**src/rtl/decode_cycle.sv**
```systemverilog
// -----------------------------------------------------------------------------
// decode_cycle
//   RV32I decode stage (ID) with the ID/EX pipeline register.
//   - Holds the 32 x XLEN register file, written from the W stage.
//   - Decodes main/ALU control, builds the immediate, and registers everything
//     for the E stage with one cycle of latency.
//   - Same-cycle write-back bypass: a register written this cycle is seen by
//     the instruction being decoded this cycle.
//
// Ports
//   clk, rst            rising-edge clock, synchronous active-low reset
//   InstrD/PCD/PCPlus4D instruction, its PC and PC+4 from IF/ID
//   RegWriteW/RDW/ResultW  write-back port
//   FlushE              turns the next E-stage slot into a bubble
//   Rs1D, Rs2D          source indices for the hazard unit (combinational)
//   IllegalD            unsupported opcode/funct3 (combinational)
//   *E                  registered E-stage controls, operands and indices
// -----------------------------------------------------------------------------
module decode_cycle #(
    parameter int XLEN  = 32,
    parameter int NREGS = 32
) (
    input  logic            clk,
    input  logic            rst,
    input  logic [XLEN-1:0] InstrD,
    input  logic [XLEN-1:0] PCD,
    input  logic [XLEN-1:0] PCPlus4D,
    input  logic            RegWriteW,
    input  logic [4:0]      RDW,
    input  logic [XLEN-1:0] ResultW,
    input  logic            FlushE,
    output logic [4:0]      Rs1D,
    output logic [4:0]      Rs2D,
    output logic            IllegalD,
    output logic            RegWriteE,
    output logic [1:0]      ResultSrcE,
    output logic            MemWriteE,
    output logic            JumpE,
    output logic            BranchE,
    output logic            ALUSrcE,
    output logic [2:0]      ALUControlE,
    output logic [XLEN-1:0] RD1E,
    output logic [XLEN-1:0] RD2E,
    output logic [XLEN-1:0] ImmExtE,
    output logic [4:0]      RdE,
    output logic [4:0]      Rs1E,
    output logic [4:0]      Rs2E,
    output logic [XLEN-1:0] PCE,
    output logic [XLEN-1:0] PCPlus4E
);

    localparam logic [6:0] OP_LW  = 7'b0000011;
    localparam logic [6:0] OP_SW  = 7'b0100011;
    localparam logic [6:0] OP_R   = 7'b0110011;
    localparam logic [6:0] OP_I   = 7'b0010011;
    localparam logic [6:0] OP_BEQ = 7'b1100011;
    localparam logic [6:0] OP_JAL = 7'b1101111;

    localparam logic [2:0] ALU_ADD = 3'b000;
    localparam logic [2:0] ALU_SUB = 3'b001;
    localparam logic [2:0] ALU_AND = 3'b010;
    localparam logic [2:0] ALU_OR  = 3'b011;
    localparam logic [2:0] ALU_SLT = 3'b101;

    logic [XLEN-1:0] rf [NREGS];

    logic [6:0]      opcode;
    logic [2:0]      funct3;
    logic [XLEN-1:0] imm_i, imm_s, imm_b, imm_j;
    logic [XLEN-1:0] rd1, rd2;

    logic            alu_ok;
    logic [2:0]      alu_op;

    logic            reg_write, mem_write, jump, branch, alu_src;
    logic [1:0]      result_src;
    logic [2:0]      alu_control;
    logic [XLEN-1:0] imm_ext;

    assign opcode = InstrD[6:0];
    assign funct3 = InstrD[14:12];
    assign Rs1D   = InstrD[19:15];
    assign Rs2D   = InstrD[24:20];

    assign imm_i = {{(XLEN-12){InstrD[31]}}, InstrD[31:20]};
    assign imm_s = {{(XLEN-12){InstrD[31]}}, InstrD[31:25], InstrD[11:7]};
    assign imm_b = {{(XLEN-12){InstrD[31]}}, InstrD[7], InstrD[30:25], InstrD[11:8], 1'b0};
    assign imm_j = {{(XLEN-20){InstrD[31]}}, InstrD[19:12], InstrD[20], InstrD[30:21], 1'b0};

    // x0 always reads zero; otherwise a write landing this cycle wins over
    // the stored value so ID/EX captures the fresh result.
    always_comb begin
        rd1 = '0;
        rd2 = '0;
        if (Rs1D != 5'd0)
            rd1 = (RegWriteW && RDW == Rs1D) ? ResultW : rf[Rs1D];
        if (Rs2D != 5'd0)
            rd2 = (RegWriteW && RDW == Rs2D) ? ResultW : rf[Rs2D];
    end

    // ALU function shared by R-type and I-ALU; SUB exists only for R-type.
    always_comb begin
        alu_ok = 1'b1;
        alu_op = ALU_ADD;
        case (funct3)
            3'b000:  alu_op = (opcode == OP_R && InstrD[30]) ? ALU_SUB : ALU_ADD;
            3'b010:  alu_op = ALU_SLT;
            3'b110:  alu_op = ALU_OR;
            3'b111:  alu_op = ALU_AND;
            default: alu_ok = 1'b0;
        endcase
    end

    // Main decoder. Anything unsupported leaves every control at zero (NOP).
    always_comb begin
        // NOTE: every output gets a default before the case so no path can
        // leave one unassigned and infer a latch.
        reg_write   = 1'b0;
        result_src  = 2'b00;
        mem_write   = 1'b0;
        jump        = 1'b0;
        branch      = 1'b0;
        alu_src     = 1'b0;
        alu_control = ALU_ADD;
        imm_ext     = '0;
        IllegalD    = 1'b0;
        case (opcode)
            OP_LW: begin
                reg_write  = 1'b1;
                result_src = 2'b01;
                alu_src    = 1'b1;
                imm_ext    = imm_i;
            end
            OP_SW: begin
                mem_write = 1'b1;
                alu_src   = 1'b1;
                imm_ext   = imm_s;
            end
            OP_R: begin
                if (alu_ok) begin
                    reg_write   = 1'b1;
                    alu_control = alu_op;
                end else begin
                    IllegalD = 1'b1;
                end
            end
            OP_I: begin
                if (alu_ok) begin
                    reg_write   = 1'b1;
                    alu_src     = 1'b1;
                    alu_control = alu_op;
                    imm_ext     = imm_i;
                end else begin
                    IllegalD = 1'b1;
                end
            end
            OP_BEQ: begin
                branch      = 1'b1;
                alu_control = ALU_SUB;
                imm_ext     = imm_b;
            end
            OP_JAL: begin
                reg_write  = 1'b1;
                jump       = 1'b1;
                result_src = 2'b10;
                imm_ext    = imm_j;
            end
            default: IllegalD = 1'b1;
        endcase
    end

    // Register file and ID/EX register. Reset beats flush and write-back.
    // NOTE: sequential state uses non-blocking assignments so every register
    // samples pre-edge values regardless of statement order.
    always_ff @(posedge clk) begin
        if (!rst) begin
            // NOTE: the register file is architecturally zero after reset, so
            // this memory is cleared explicitly rather than left undefined.
            for (int i = 0; i < NREGS; i++)
                rf[i] <= '0;
            RegWriteE   <= 1'b0;
            ResultSrcE  <= 2'b00;
            MemWriteE   <= 1'b0;
            JumpE       <= 1'b0;
            BranchE     <= 1'b0;
            ALUSrcE     <= 1'b0;
            ALUControlE <= 3'b000;
            RD1E        <= '0;
            RD2E        <= '0;
            ImmExtE     <= '0;
            RdE         <= '0;
            Rs1E        <= '0;
            Rs2E        <= '0;
            PCE         <= '0;
            PCPlus4E    <= '0;
        end else begin
            if (RegWriteW && RDW != 5'd0)
                rf[RDW] <= ResultW;

            if (FlushE) begin
                RegWriteE   <= 1'b0;
                ResultSrcE  <= 2'b00;
                MemWriteE   <= 1'b0;
                JumpE       <= 1'b0;
                BranchE     <= 1'b0;
                ALUSrcE     <= 1'b0;
                ALUControlE <= 3'b000;
                RdE         <= '0;
                Rs1E        <= '0;
                Rs2E        <= '0;
            end else begin
                RegWriteE   <= reg_write;
                ResultSrcE  <= result_src;
                MemWriteE   <= mem_write;
                JumpE       <= jump;
                BranchE     <= branch;
                ALUSrcE     <= alu_src;
                ALUControlE <= alu_control;
                RdE         <= InstrD[11:7];
                Rs1E        <= Rs1D;
                Rs2E        <= Rs2D;
            end

            // Data fields are don't-care in a bubble; load them unconditionally.
            RD1E     <= rd1;
            RD2E     <= rd2;
            ImmExtE  <= imm_ext;
            PCE      <= PCD;
            PCPlus4E <= PCPlus4D;
        end
    end

endmodule

```
**config.mk**
```make
export PLATFORM = sky130hd
export DESIGN_NAME = decode_cycle
export DESIGN_NICKNAME = d
export VERILOG_FILES = /design/src/rtl/decode_cycle.sv
export SDC_FILE = /design/constraint.sdc
export NUM_CORES = 2
export LEC_CHECK = 0
export CORE_MARGIN = 2
export CORE_UTILIZATION = 45
export DETAILED_ROUTE_END_ITERATION = 8
export GPL_ROUTABILITY_DRIVEN = 0
export PLACE_DENSITY = 0.73
export SETUP_SLACK_MARGIN = 0.02
export SLEW_MARGIN = 0
export SYNTH_ARGS = -nofsm -noshare
export SYNTH_HDL_FRONTEND = slang
export SYNTH_SLANG_ARGS = --single-unit
```
**constraint.sdc**
```tcl
create_clock -name clk -period 4.5 [get_ports clk]
set_input_delay 0.675 -clock clk [delete_from_list [all_inputs] [get_ports clk]]
set_output_delay 0.675 -clock clk [all_outputs]
set_load 0.01 [all_outputs]
```
# Word level (Yosys, flattened, before mapping)
# Memory sizes are Yosys's and may differ from the RTL's. A register that Yosys moved wholly into a read port is not among the register bits.
# Cells that the tools add are included.
# W data, S select, Z words.
dict set report classes {
  n_mux 23
  bitwise_logic 1
  n_reduce_logical 17
  eq_ne 9
}
# cell n
set ops {}
lappend ops {{$pmux W32 S5} 1}
lappend ops {{$mux W32} 2}
lappend ops {{$reduce_or A32 Y1} 1}
lappend ops {{$reduce_bool A5 Y1} 3}
lappend ops {{$eq A7 B6 Y1 const B} 2}
lappend ops {{$eq A7 B7 Y1 const B} 2}
lappend ops {{$mux W1} 12}
lappend ops {{$pmux W3 S4} 1}
lappend ops {{$reduce_or A2 Y1} 4}
lappend ops {{$reduce_or A4 Y1} 2}
lappend ops {{$eq A7 B2 Y1 const B} 1}
lappend ops {{$eq A7 B5 Y1 const B} 1}
lappend ops {{$eq A3 B3 Y1 const B} 2}
lappend ops {{$pmux W1 S2} 3}
lappend ops {{$pmux W3 S2} 1}
lappend ops {{$mux W5} 1}
lappend ops {{$pmux W2 S2} 1}
lappend ops {{$reduce_and A2 Y1} 2}
lappend ops {{$eq A3 B2 Y1 const B} 1}
lappend ops {{$logic_not A3 Y1} 1}
lappend ops {{$mux W3} 1}
lappend ops {{$logic_and A1 B1 Y1} 2}
lappend ops {{$logic_not A1 Y1} 2}
lappend ops {{$not A1 Y1} 1}
dict set report word_totals {
  word_cells 64
  regBits 121
  ram_bits 1024
  output_inout_bits 196
  n_memories 1
  in_bits 137
}
# memory depth width read_ports rd_ports_with_merged_regs write_ports line_no
set memory_table {}
lappend memory_table {rf 32 32 2 2 32 65} ;# logic [XLEN-1:0] rf [NREGS];

# Longest topological paths before layout
dict set report logic_depth {
  ltp_word 7
  ltp_mapped 9
}

# Worst setup path before layout
# OpenSTA, ideal clock, no wires.
dict set report synth_timing {
  kind {input -> register}
  from {input port RDW[0]}
  to {memory rf[12][0], enable pin}
  arrival_time_ns 3.826
  setup_ns 0.466
  stages 4
  setup_slack_ns 0.208
  cell_sequence {clkbuf_1 > or3_1 > clkbuf_1 > o21ai_0}
}
# element line_no
set synth_rtl {}
lappend synth_rtl {{start: declaration} 29} ;# input logic [4:0] RDW,
lappend synth_rtl {{end: declaration} 65}

# Final worst setup path
dict set report layout_timing {
  from {input port InstrD[4]}
  to {output port IllegalD}
}
dict set report layout_between {
  elab_chain_len 3
  elab_cells_between_ends 9
}
# element line_no
set layout_rtl {}
lappend layout_rtl {{start: declaration} 25} ;# input logic [XLEN-1:0] InstrD,
lappend layout_rtl {{$eq A7 B7 Y1, or another cell as far along} 127} ;# case (opcode)
lappend layout_rtl {{$reduce_or A4 Y1 (no source line) / $reduce_or A2 Y1 (equally long branches)} -}
lappend layout_rtl {{$pmux W1 S2 *} 127}
lappend layout_rtl {{end: declaration} 34} ;# output logic IllegalD,
# Every way passes the cells marked *; elsewhere a longest branch is shown, timed or not.

==> reports/qor.yml <==
status: "finished clean"
setup_ws_ps: 833
syn_inst: 4182
drcViolationCount: 0
drv_cap: 0
period_share: 0.815
via_per_inst: 6.47
worst-path-buf-inv: 4
end_kind: "primary output"
yosys-top-cells-area: "edfxtp_1 (52%), mux4_2 (14%), and2_1 (11%)"
antenna_left: 0
critPathRequiredTime_ps: 3830
arrival_ps: 2990
yosysTopAreaCell: "edfxtp_1"
crit_cells: 8
holdWs_ps: 382
hold_path_class: "input pin to flop"
register_area_um2: 34200
p_leak_nw: 24.3
slew_headroom: 0.0880
syn2layout_area_growth_pct: 16.7
rr_startpoint: "rf[15][17]$_SDFFCE_PN0P_"
path_cells: "clkdlybuf4s50_1 -> nand2b_1 -> nor4_2 -> buf_4 -> and2_1 -> a211oi_1 -> buf_4 -> clkdlybuf4s50_1"
switching_share: 0.247
dp.final_hpwl_um: 124000
timing.fmax_mhz: 273
crit_path_start: "InstrD[4]"
drive_above_1_share: 0.193
p_sw_mw: 6.59
die_x_um: 368
clkSinkCount: 1198
htree_levels: 3
cts_tree: "done"
core_area_um2: 131000
comb_power_share: 0.120
drt_first_pass_iters: 6
power_density_nw_per_um2: 383
hold_depth: 2
ys_seq_area_frac: 0.574
ys_ff_latch: 1198
clock_path_buffers: 3
grt_pass1_vias: 39384
seqPwrFrac: 0.489
rows: 133
final_util: 0.530
cp_slowest_cell: "clkdlybuf4s50_1"
cp_max_fo: 9
multi_input_area_um2: 24100
wirelength_um: 202000
dp_worst_setup_slack_ps: 705
synth_area_um2: 59700
post_dp_cell_area_um2: 65500
reg2reg_depth: 4
crit_path_start_kind: "input pin"
synth-edff-count: 1024
power.share.clock: 0.392
synth_top_area_frac: 0.515
io_buffers: 332
async_reset_ff_frac: 0
grt_antenna_before_repair: 11
finalPower_mw: 26.7
rrSetupSlack_ps: 2370
grt_usage: 0.294
maxSlewViolCount: 0
nFillCells: 10638
worst_pin_slew_ps: 1360
io_pins: 333
fin_crit_ps: 3670
stdcell_area_um2: 69600
synth_ff_type: "edfxtp_1"
hold_buffers: 0
r2r-end: "RD2E[17]$_SDFF_PN0_"
yosys_warnings: 0
crit_end: "IllegalD"
intPower_mw: 20.1
synth_cell_type_count: 49
routedWlPerCell_um: 32.3
cts_root_buffer: "clkbuf_16"
grt-ovfl-total: 0
rsz0062_at_grt: "false"
cp_top_family: "buffers and inverters"
post-cts-setup-buffer-count: 0
fin_nets: 4522
skew_ps: 25.4
fin_setup_tns_ps: 0
hold_violations: 0
max_stage_delay_ps: 630
syn_area_per_cell_um2: 14.3
cts.clk_slew.worst_paths_ps: 60
cts_made_buffers: 120
vias: 40423
grt_max_degree: 55
dieHeight_um: 368
crit_type: "input pin to primary output"
setup_viol_count_final: 0
dp.cells: 6018
clk_latency_ps: 750
cts_resized: 0
die_area_um2: 136000
layoutNonFillerInstCount: 6247
grt_pass1_wl_um: 286000
drt_iter0_markers: 6472
start_util: 0.454
ir_drop_mv: 0.296
[worst min-delay path by stage]
| stage | from | to | slack (ps) |
|---|---|---|---|
| 2_1_floorplan | rf[29][23]$_SDFFCE_PN0P_ | RD2E[23]$_SDFF_PN0_ | 740 |
| 3_3_place_gp | rf[2][23]$_SDFFCE_PN0P_ | RD2E[23]$_SDFF_PN0_ | 800 |
| 3_5_place_dp | rf[2][24]$_SDFFCE_PN0P_ | RD2E[24]$_SDFF_PN0_ | 830 |
| 4_1_cts | rst | PCE[4]$_SDFF_PN0_ | 340 |
| 5_1_grt | rst | PCE[4]$_SDFF_PN0_ | 370 |
| 6_report | rst | PCE[5]$_SDFF_PN0_ | 380 |
[cell families after synthesis]
group,count (synthesis),synth area share
AO/OA/AOI/OAI,495,0.0603
XOR/XNOR,10,0.00147
buffers and inverters,468,0.0332
flip-flops,1198,0.574
multiplexers,697,0.198
other,1,0.0000629
AND/OR/NAND/NOR,1313,0.133
[synth_stat cells (3+ instances only)]
| cell type | count |
|---|---|
| mux2_2 | 26 |
| nor3_1 | 13 |
| a32oi_1 | 4 |
| nand3_1 | 10 |
| buf_4 | 28 |
| edfxtp_1 | 1024 |
| dfxtp_1 | 174 |
| a22oi_1 | 72 |
| nand2b_1 | 4 |
| nor2_1 | 48 |
| nand3b_1 | 41 |
| or3_1 | 9 |
| mux4_2 | 384 |
| a32o_1 | 32 |
| nand2_1 | 88 |
| clkbuf_1 | 335 |
| or3b_2 | 4 |
| mux2i_1 | 287 |
| buf_1 | 14 |
| o211ai_1 | 65 |
| nor3b_1 | 7 |
| o22ai_1 | 60 |
| inv_1 | 5 |
| o21ai_0 | 69 |
| a211oi_1 | 62 |
| a22o_1 | 32 |
| o221ai_1 | 54 |
| xnor2_1 | 10 |
| buf_2 | 84 |
| a221o_1 | 4 |
| nor4_1 | 3 |
| nor2b_1 | 6 |
| and2_1 | 1073 |
| a21oi_1 | 31 |
[worst reg2reg max path, stage by stage, from the launching register on]
cell	delay [ps]
edfxtp_1	390
mux4_2	500
a22oi_1	450
nand3b_1	330
a32o_1	340
[power by group through the flow]
stage / registers, mW / clock network (mW) / logic (mW)
6_report: 13.0 / 10.5 / 3.20
3_5_place_dp: 13.2 / 0 / 3.12
2_1_floorplan: 13.2 / 0 / 1.73
5_1_grt: 13.1 / 10.9 / 3.28
4_1_cts: 13.0 / 10.5 / 3.13
3_3_place_gp: 13.2 / 0 / 3.09
[cell usage in the layout, fill, tap and decap left out, drive strengths merged, types with 4 or more instances in the layout]
| master | instances |
|---|---|
| or3 | 9 |
| conb | 32 |
| inv | 8 |
| nor2 | 48 |
| a32o | 32 |
| clkbuf | 180 |
| o211ai | 65 |
| nor2b | 6 |
| a22oi | 72 |
| mux2 | 26 |
| a22o | 32 |
| buf | 192 |
| edfxtp | 1024 |
| mux2i | 287 |
| clkdlybuf4s50 | 321 |
| bufinv | 11 |
| mux4 | 384 |
| o22ai | 60 |
| a211oi | 62 |
| clkinv | 31 |
| a221o | 4 |
| nand2 | 88 |
| xnor2 | 10 |
| dfxtp | 174 |
| nor3b | 7 |
| and2 | 1073 |
| nand3b | 41 |
| nor4 | 5 |
| a32oi | 4 |
| o21ai | 70 |
| or3b | 4 |
| o221ai | 54 |
| nor3 | 14 |
| nand2b | 4 |
| a21oi | 32 |
| nand3 | 10 |
| diode | 4 |
[sequential cells by signal (all words and copies together) (netlist names)]
name / count
RegWriteE: 1
RdE: 5
Rs2E: 5
ResultSrcE: 2
BranchE: 1
Rs1E: 5
rf: 1024
ImmExtE: 21
PCE: 32
ALUControlE: 3
MemWriteE: 1
ALUSrcE: 1
JumpE: 1
PCPlus4E: 32
RD2E: 32
RD1E: 32
[cell type report]
class / count / area share
Antenna cell: 4 / 0.000144
Clock buffer: 180 / 0.0513
Clock inverter: 45 / 0.00740
Inverter: 5 / 0.000270
Multi-Input combinational cell: 2547 / 0.345
Sequential cell: 1198 / 0.492
Tap cell: 1755 / 0.0315
Timing Repair Buffer: 513 / 0.0722
[per-layer routing]
| layer | GRT usage | wire length [um] |
|---|---|---|
| met5 | 0 | 105 |
| met4 | 0.132 | 10300 |
| met1 | 0.392 | 72700 |
| met3 | 0.0922 | 29400 |
| met2 | 0.441 | 89500 |
Note: power is estimated with default switching activity, not from simulation.
